$ cat config.mk
export PLATFORM = sky130hd
export DESIGN_NAME = input_conditioner_flat
export DESIGN_NICKNAME = d
export VERILOG_FILES = /design/src/rtl/input_conditioner_if.sv /design/src/rtl/input_conditioner.sv /design/src/flat_wrapper.sv
export SDC_FILE = /design/constraint.sdc
export NUM_CORES = 1
export LEC_CHECK = 0
export CAP_MARGIN = 5
export CORE_MARGIN = 2
export CORE_UTILIZATION = 51
export DETAILED_ROUTE_END_ITERATION = 16
export PLACE_DENSITY = 0.75
export REMOVE_ABC_BUFFERS = 1
export SYNTH_ARGS = -nofsm -noshare
export SYNTH_HDL_FRONTEND = slang
export SYNTH_SLANG_ARGS = --single-unit
$ cat constraint.sdc
create_clock -name clk -period 2.8 [get_ports clk]
set_clock_uncertainty 0.1 [all_clocks]
set_input_delay 0.28 -clock clk [delete_from_list [all_inputs] [get_ports clk]]
set_output_delay 0.28 -clock clk [all_outputs]
set_load 0.005 [all_outputs]
$ cat src/rtl/input_conditioner_if.sv
// Signal bundle between the raw X/Y stimulus side and the input_conditioner.
// There is no handshake: inputs are free-running levels and outputs are registered levels/pulses.
interface input_conditioner_if #(
  parameter int CNT_W = 16
);
  logic             clr;
  logic             x;
  logic             y;
  logic             xs;
  logic             ys;
  logic             xr;
  logic             yr;
  logic             xf;
  logic             yf;
  logic [CNT_W-1:0] xcnt;
  logic [CNT_W-1:0] ycnt;

  modport master (
    output clr, x, y,
    input  xs, ys, xr, yr, xf, yf, xcnt, ycnt
  );

  modport slave (
    input  clr, x, y,
    output xs, ys, xr, yr, xf, yf, xcnt, ycnt
  );
endinterface

$ cat src/rtl/input_conditioner.sv
// Synchronises and debounces the asynchronous X/Y inputs, producing clean levels,
// one-cycle edge pulses and rising-edge counters for the downstream timing block.
module input_conditioner #(
  parameter int SYNC_STAGES = 2,
  parameter int DEBOUNCE    = 3,
  parameter int CNT_W       = 16
) (
  input  logic              clk,
  input  logic              rst_n,
  input_conditioner_if.slave bus
);
  localparam int            CW     = $clog2(DEBOUNCE) + 1;
  localparam logic [CW-1:0] C_LAST = CW'(DEBOUNCE - 1);

  logic [1:0] raw;
  assign raw = {bus.y, bus.x};

  // Channel 0 is X, channel 1 is Y; the two share nothing but clk, rst_n and clr.
  for (genvar ch = 0; ch < 2; ch++) begin : g_ch
    logic [SYNC_STAGES-1:0] s;
    logic [CW-1:0]          c;
    logic                   q;
    logic                   rise;
    logic                   fall;
    logic [CNT_W-1:0]       cnt;
    logic                   sx;
    logic                   accept;

    assign sx     = s[SYNC_STAGES-1];
    assign accept = (sx != q) && (c == C_LAST);

    always_ff @(posedge clk or negedge rst_n) begin
      if (!rst_n) begin
        s    <= '0;
        c    <= '0;
        q    <= 1'b0;
        rise <= 1'b0;
        fall <= 1'b0;
        cnt  <= '0;
      end else begin
        s    <= {s[SYNC_STAGES-2:0], raw[ch]};
        rise <= accept & sx;
        fall <= accept & ~sx;
        if (sx == q || accept) begin
          c <= '0;
        end else begin
          c <= c + 1'b1;
        end
        if (accept) begin
          q <= sx;
        end
        // A clear wins over a coincident increment; that rising edge is dropped.
        if (bus.clr) begin
          cnt <= '0;
        end else if (accept && sx) begin
          cnt <= cnt + 1'b1;
        end
      end
    end
  end

  assign bus.xs   = g_ch[0].q;
  assign bus.xr   = g_ch[0].rise;
  assign bus.xf   = g_ch[0].fall;
  assign bus.xcnt = g_ch[0].cnt;
  assign bus.ys   = g_ch[1].q;
  assign bus.yr   = g_ch[1].rise;
  assign bus.yf   = g_ch[1].fall;
  assign bus.ycnt = g_ch[1].cnt;
endmodule

$ cat src/flat_wrapper.sv
// flat-port wrapper written by rule: the top's interface ports become plain ports
module input_conditioner_flat 
#(
  parameter int SYNC_STAGES = 2,
  parameter int DEBOUNCE    = 3,
  parameter int CNT_W       = 16
)
  (clk, rst_n, bus_clr, bus_x, bus_y, bus_xs, bus_ys, bus_xr, bus_yr, bus_xf, bus_yf, bus_xcnt, bus_ycnt);
  input_conditioner_if #(.CNT_W(CNT_W)) bus_i ();
  input  logic clk;
  input  logic rst_n;
  input wire logic [$bits(bus_i.clr)-1:0] bus_clr;
  input wire logic [$bits(bus_i.x)-1:0] bus_x;
  input wire logic [$bits(bus_i.y)-1:0] bus_y;
  output wire logic [$bits(bus_i.xs)-1:0] bus_xs;
  output wire logic [$bits(bus_i.ys)-1:0] bus_ys;
  output wire logic [$bits(bus_i.xr)-1:0] bus_xr;
  output wire logic [$bits(bus_i.yr)-1:0] bus_yr;
  output wire logic [$bits(bus_i.xf)-1:0] bus_xf;
  output wire logic [$bits(bus_i.yf)-1:0] bus_yf;
  output wire logic [$bits(bus_i.xcnt)-1:0] bus_xcnt;
  output wire logic [$bits(bus_i.ycnt)-1:0] bus_ycnt;
  assign bus_i.clr = bus_clr;
  assign bus_i.x = bus_x;
  assign bus_i.y = bus_y;
  assign bus_xs = bus_i.xs;
  assign bus_ys = bus_i.ys;
  assign bus_xr = bus_i.xr;
  assign bus_yr = bus_i.yr;
  assign bus_xf = bus_i.xf;
  assign bus_yf = bus_i.yf;
  assign bus_xcnt = bus_i.xcnt;
  assign bus_ycnt = bus_i.ycnt;
  input_conditioner #(.SYNC_STAGES(SYNC_STAGES), .DEBOUNCE(DEBOUNCE), .CNT_W(CNT_W)) u_core (.clk(clk), .rst_n(rst_n), .bus(bus_i));
endmodule
==> flow_metrics.env <==
export IMPL_synth_main_ff_cell="dfrtp_1"
export IMPL_gp_congestion=0.741
export IMPL_postCtsSetupBuffers=0
export IMPL_dr_pass1_iters=4
export IMPL_critPathKind="reg2reg"
export IMPL_antenna_found_initial=0
export IMPL_avgSynthCellArea_sq_um=10.8
export IMPL_cts_sinks=48
export IMPL_pwr_density_cell_nw_per_um2=576
export IMPL_drcViolationCount=0
export IMPL_yosysWarnings=0
export IMPL_dp_hpwl_microns=2770
export IMPL_num_fill_cells=317
export IMPL_track_usage_pct=18.5
export IMPL_grt_setup_unrepaired="no"
export IMPL_cts_root_buf="clkbuf_8"
export IMPL_maxSlewHeadroom_pct=31.0
export IMPL_diodes=0
export IMPL_synth_cell_area_sq_um=2180
export IMPL_grt_overflow=0
export IMPL_synth_area_leaders="dfrtp_1 55%, xor2_1 6.8%, nor2_1 4.5%"
export IMPL_insertion_delay_ns=0.31
export IMPL_peakVddDrop_mv=0.308
export IMPL_tightest_slew_ns=1.03
export IMPL_finalPower_mw=1.60
export IMPL_netlist_instances=203
export IMPL_synth_top_area_share_pct=55.0
export IMPL_grt_pass1_vias=1534
export IMPL_tns_ns=0
export IMPL_ys_types=27
export IMPL_core_area_sq_um=4060
export IMPL_final_max_slew_violation_count=0
export IMPL_drt_wl_total_microns=4220
export IMPL_detail_route_iter0_violations=169
export IMPL_cp_end_kind="flip-flop"
export IMPL_ctsHoldBuffers=0
export IMPL_ys_seq_area_share_pct=55.0
export IMPL_fin_crit_ns=2.18
export IMPL_setup_viol=0
export IMPL_start_util_pct=53.8
export IMPL_cts_path_max_buffers=2
export IMPL_grt_max_degree=49
export IMPL_path_clk_slew_ns=0.09
export IMPL_hold_slack_ns=0.0394
export IMPL_cp_start_kind="flip-flop"
export IMPL_cap_violations=0
export IMPL_path_max_fanout=7
export IMPL_status="finished, final reports clean"
export IMPL_crit_arrival_ns=2.32
export IMPL_max_freq_mhz=458
export IMPL_cts_htree_levels=2
export IMPL_ctsResizeCount=0
export IMPL_syn_to_final_growth_pct=27.0
export IMPL_synth_seq_cells=48
export IMPL_wl_per_cell_microns=14.1
export IMPL_drive_above_1_share_pct=6.83
export IMPL_p_leak_nw=1.17
export IMPL_synth_area_leader_cell="dfrtp_1"
export IMPL_fin_ws_ns=0.615
export IMPL_cts_tree="done"
export IMPL_synth_edf_count=0
export IMPL_io_buffers=42
export IMPL_num_vias=1684
export IMPL_worstHoldPathType="in2async"
export IMPL_finalHoldViolations=0
export IMPL_numCtsBuffers=5
export IMPL_viasPerCell=5.63
export IMPL_rows=23
export IMPL_fin_nets=259
export IMPL_die_area_sq_um=4820
export IMPL_async_flop_share_pct=100
export IMPL_grt_pass1_wl_microns=7100
export IMPL_io_pins=43
export IMPL_die_w_microns=69.4
export IMPL_pre_cts_ws_ns=0.625
export IMPL_finalCritPeriodShare_pct=78.0
export IMPL_critical_path_required_ns=2.94
export IMPL_drtAntennaViolNets=0
export IMPL_dieHeight_microns=69.4
layer usage:
metal  routed length [microns]  vias to the layer above  global-route usage [%]
li1                          -                      807                       -
met1                      2020                      842                    25.4
met2                      1970                       27                    27.9
met3                       120                        8                    3.49
met4                        97                        0                    9.59
met5                         0                        -                       0
synth_stat cells, types with 5 or more instances:
| cell type | n |
|---|---|
| a21oi_1 | 12 |
| and3_1 | 5 |
| dfrtp_1 | 48 |
| ha_1 | 6 |
| nand2_1 | 14 |
| nand3_1 | 9 |
| nand4_1 | 11 |
| nor2_1 | 26 |
| o21ai_0 | 6 |
| o31ai_1 | 5 |
| or3_1 | 7 |
| or4_1 | 5 |
| xor2_1 | 17 |
stage by stage:
| stage | utilization, % | cells | cell area [sq um] |
|---|---|---|---|
| final | 68.4 | 299 | 2770 |
| after global routing | 68.4 | 299 | 2770 |
| after global placement | 65.2 | 291 | 2650 |
| after floorplan | - | 198 | 2160 |
| after CTS | 68.4 | 299 | 2770 |
| after detailed placement | 65.2 | 291 | 2650 |
where the power goes:
| group | internal (mW) | switching [mW] |
|---|---|---|
| sequential | 0.749 | 0.0519 |
| clock | 0.315 | 0.233 |
| combinational | 0.137 | 0.111 |
layout by cell type, fill, tap and decap left out, drive strengths merged:
cell           Yosys  layout
o21ai              6       6
nand2             14      14
ha                 6       6
or3                7       7
nand3              9       9
a21oi             12      12
nand4bb            1       1
nor4               2       2
clkbuf             3       7
nor3b              2       2
xor2              17      17
and4               4       4
xnor2              4       4
nor2              26      26
buf                2       2
and3               5       5
dfrtp             48      48
mux2               4       4
o31ai              5       5
and2               2       2
or4                5       5
nand4             11      11
clkdlybuf4s50      0      41
bufinv             0       1
mux2i              1       1
and4bb             1       1
nand2b             2       2
inv                4       4
registers in the layout, summed over array words and instances (netlist names):
signal	flops
u_core.bus.xcnt	16
u_core.bus.ys	1
u_core.bus.xr	1
u_core.bus.yr	1
u_core.bus.xs	1
u_core.bus.yf	1
u_core.g_ch.s	4
u_core.g_ch.c	6
u_core.bus.xf	1
u_core.bus.ycnt	16
kinds of logic (layout without fill, tap and decap cells):
kind of cell | Yosys count | after routing | share of synthesized area, %
DFF | 48 | 48 | 55.0
xor gates and xnor gates | 21 | 21 | 8.42
buffers and inverters | 9 | 55 | 1.66
muxes | 5 | 5 | 2.52
adders and majority gates | 6 | 6 | 3.44
AOI/OAI and AO/OA | 23 | 23 | 5.85
and+or+nand+nor | 91 | 91 | 23.1
critical path, stage by stage (launching register included):
cell and delay (ns):
dfrtp_1 0.41, inv_1 0.07, ha_1 0.24, nand4bb_4 0.16, or3_1 0.50, or4_1 0.50, a21oi_1 0.15
final timing paths:
kind                                        to  cells after the start           startpoint  slack [ns]
setup / recovery           u_core.bus.ycnt[15]                      6  u_core.g_ch[1].c[0]        0.62
hold / removal              u_core.bus.ycnt[2]                      1                rst_n        0.04
setup reg to reg           u_core.bus.ycnt[15]                      6  u_core.g_ch[1].c[0]        0.62
hold reg to reg            u_core.g_ch[0].s[1]                      0  u_core.g_ch[0].s[0]        0.26
max in group asynchronous   u_core.bus.ycnt[7]                      1                rst_n        1.91
min in group clk           u_core.g_ch[0].s[1]                      0  u_core.g_ch[0].s[0]        0.26
cell type report:
class                   instances  area (sq um)  area share, %
repair buffers                 43           423           15.2
inverters                       4          15.0          0.541
flip-flops and latches         48          1200           43.3
multi-input cells             146           946           34.1
clock inverters                 1          30.0           1.08
well taps                      50          62.6           2.26
clock buffers                   7          96.3           3.47
(Power assumes the default switching activity.)
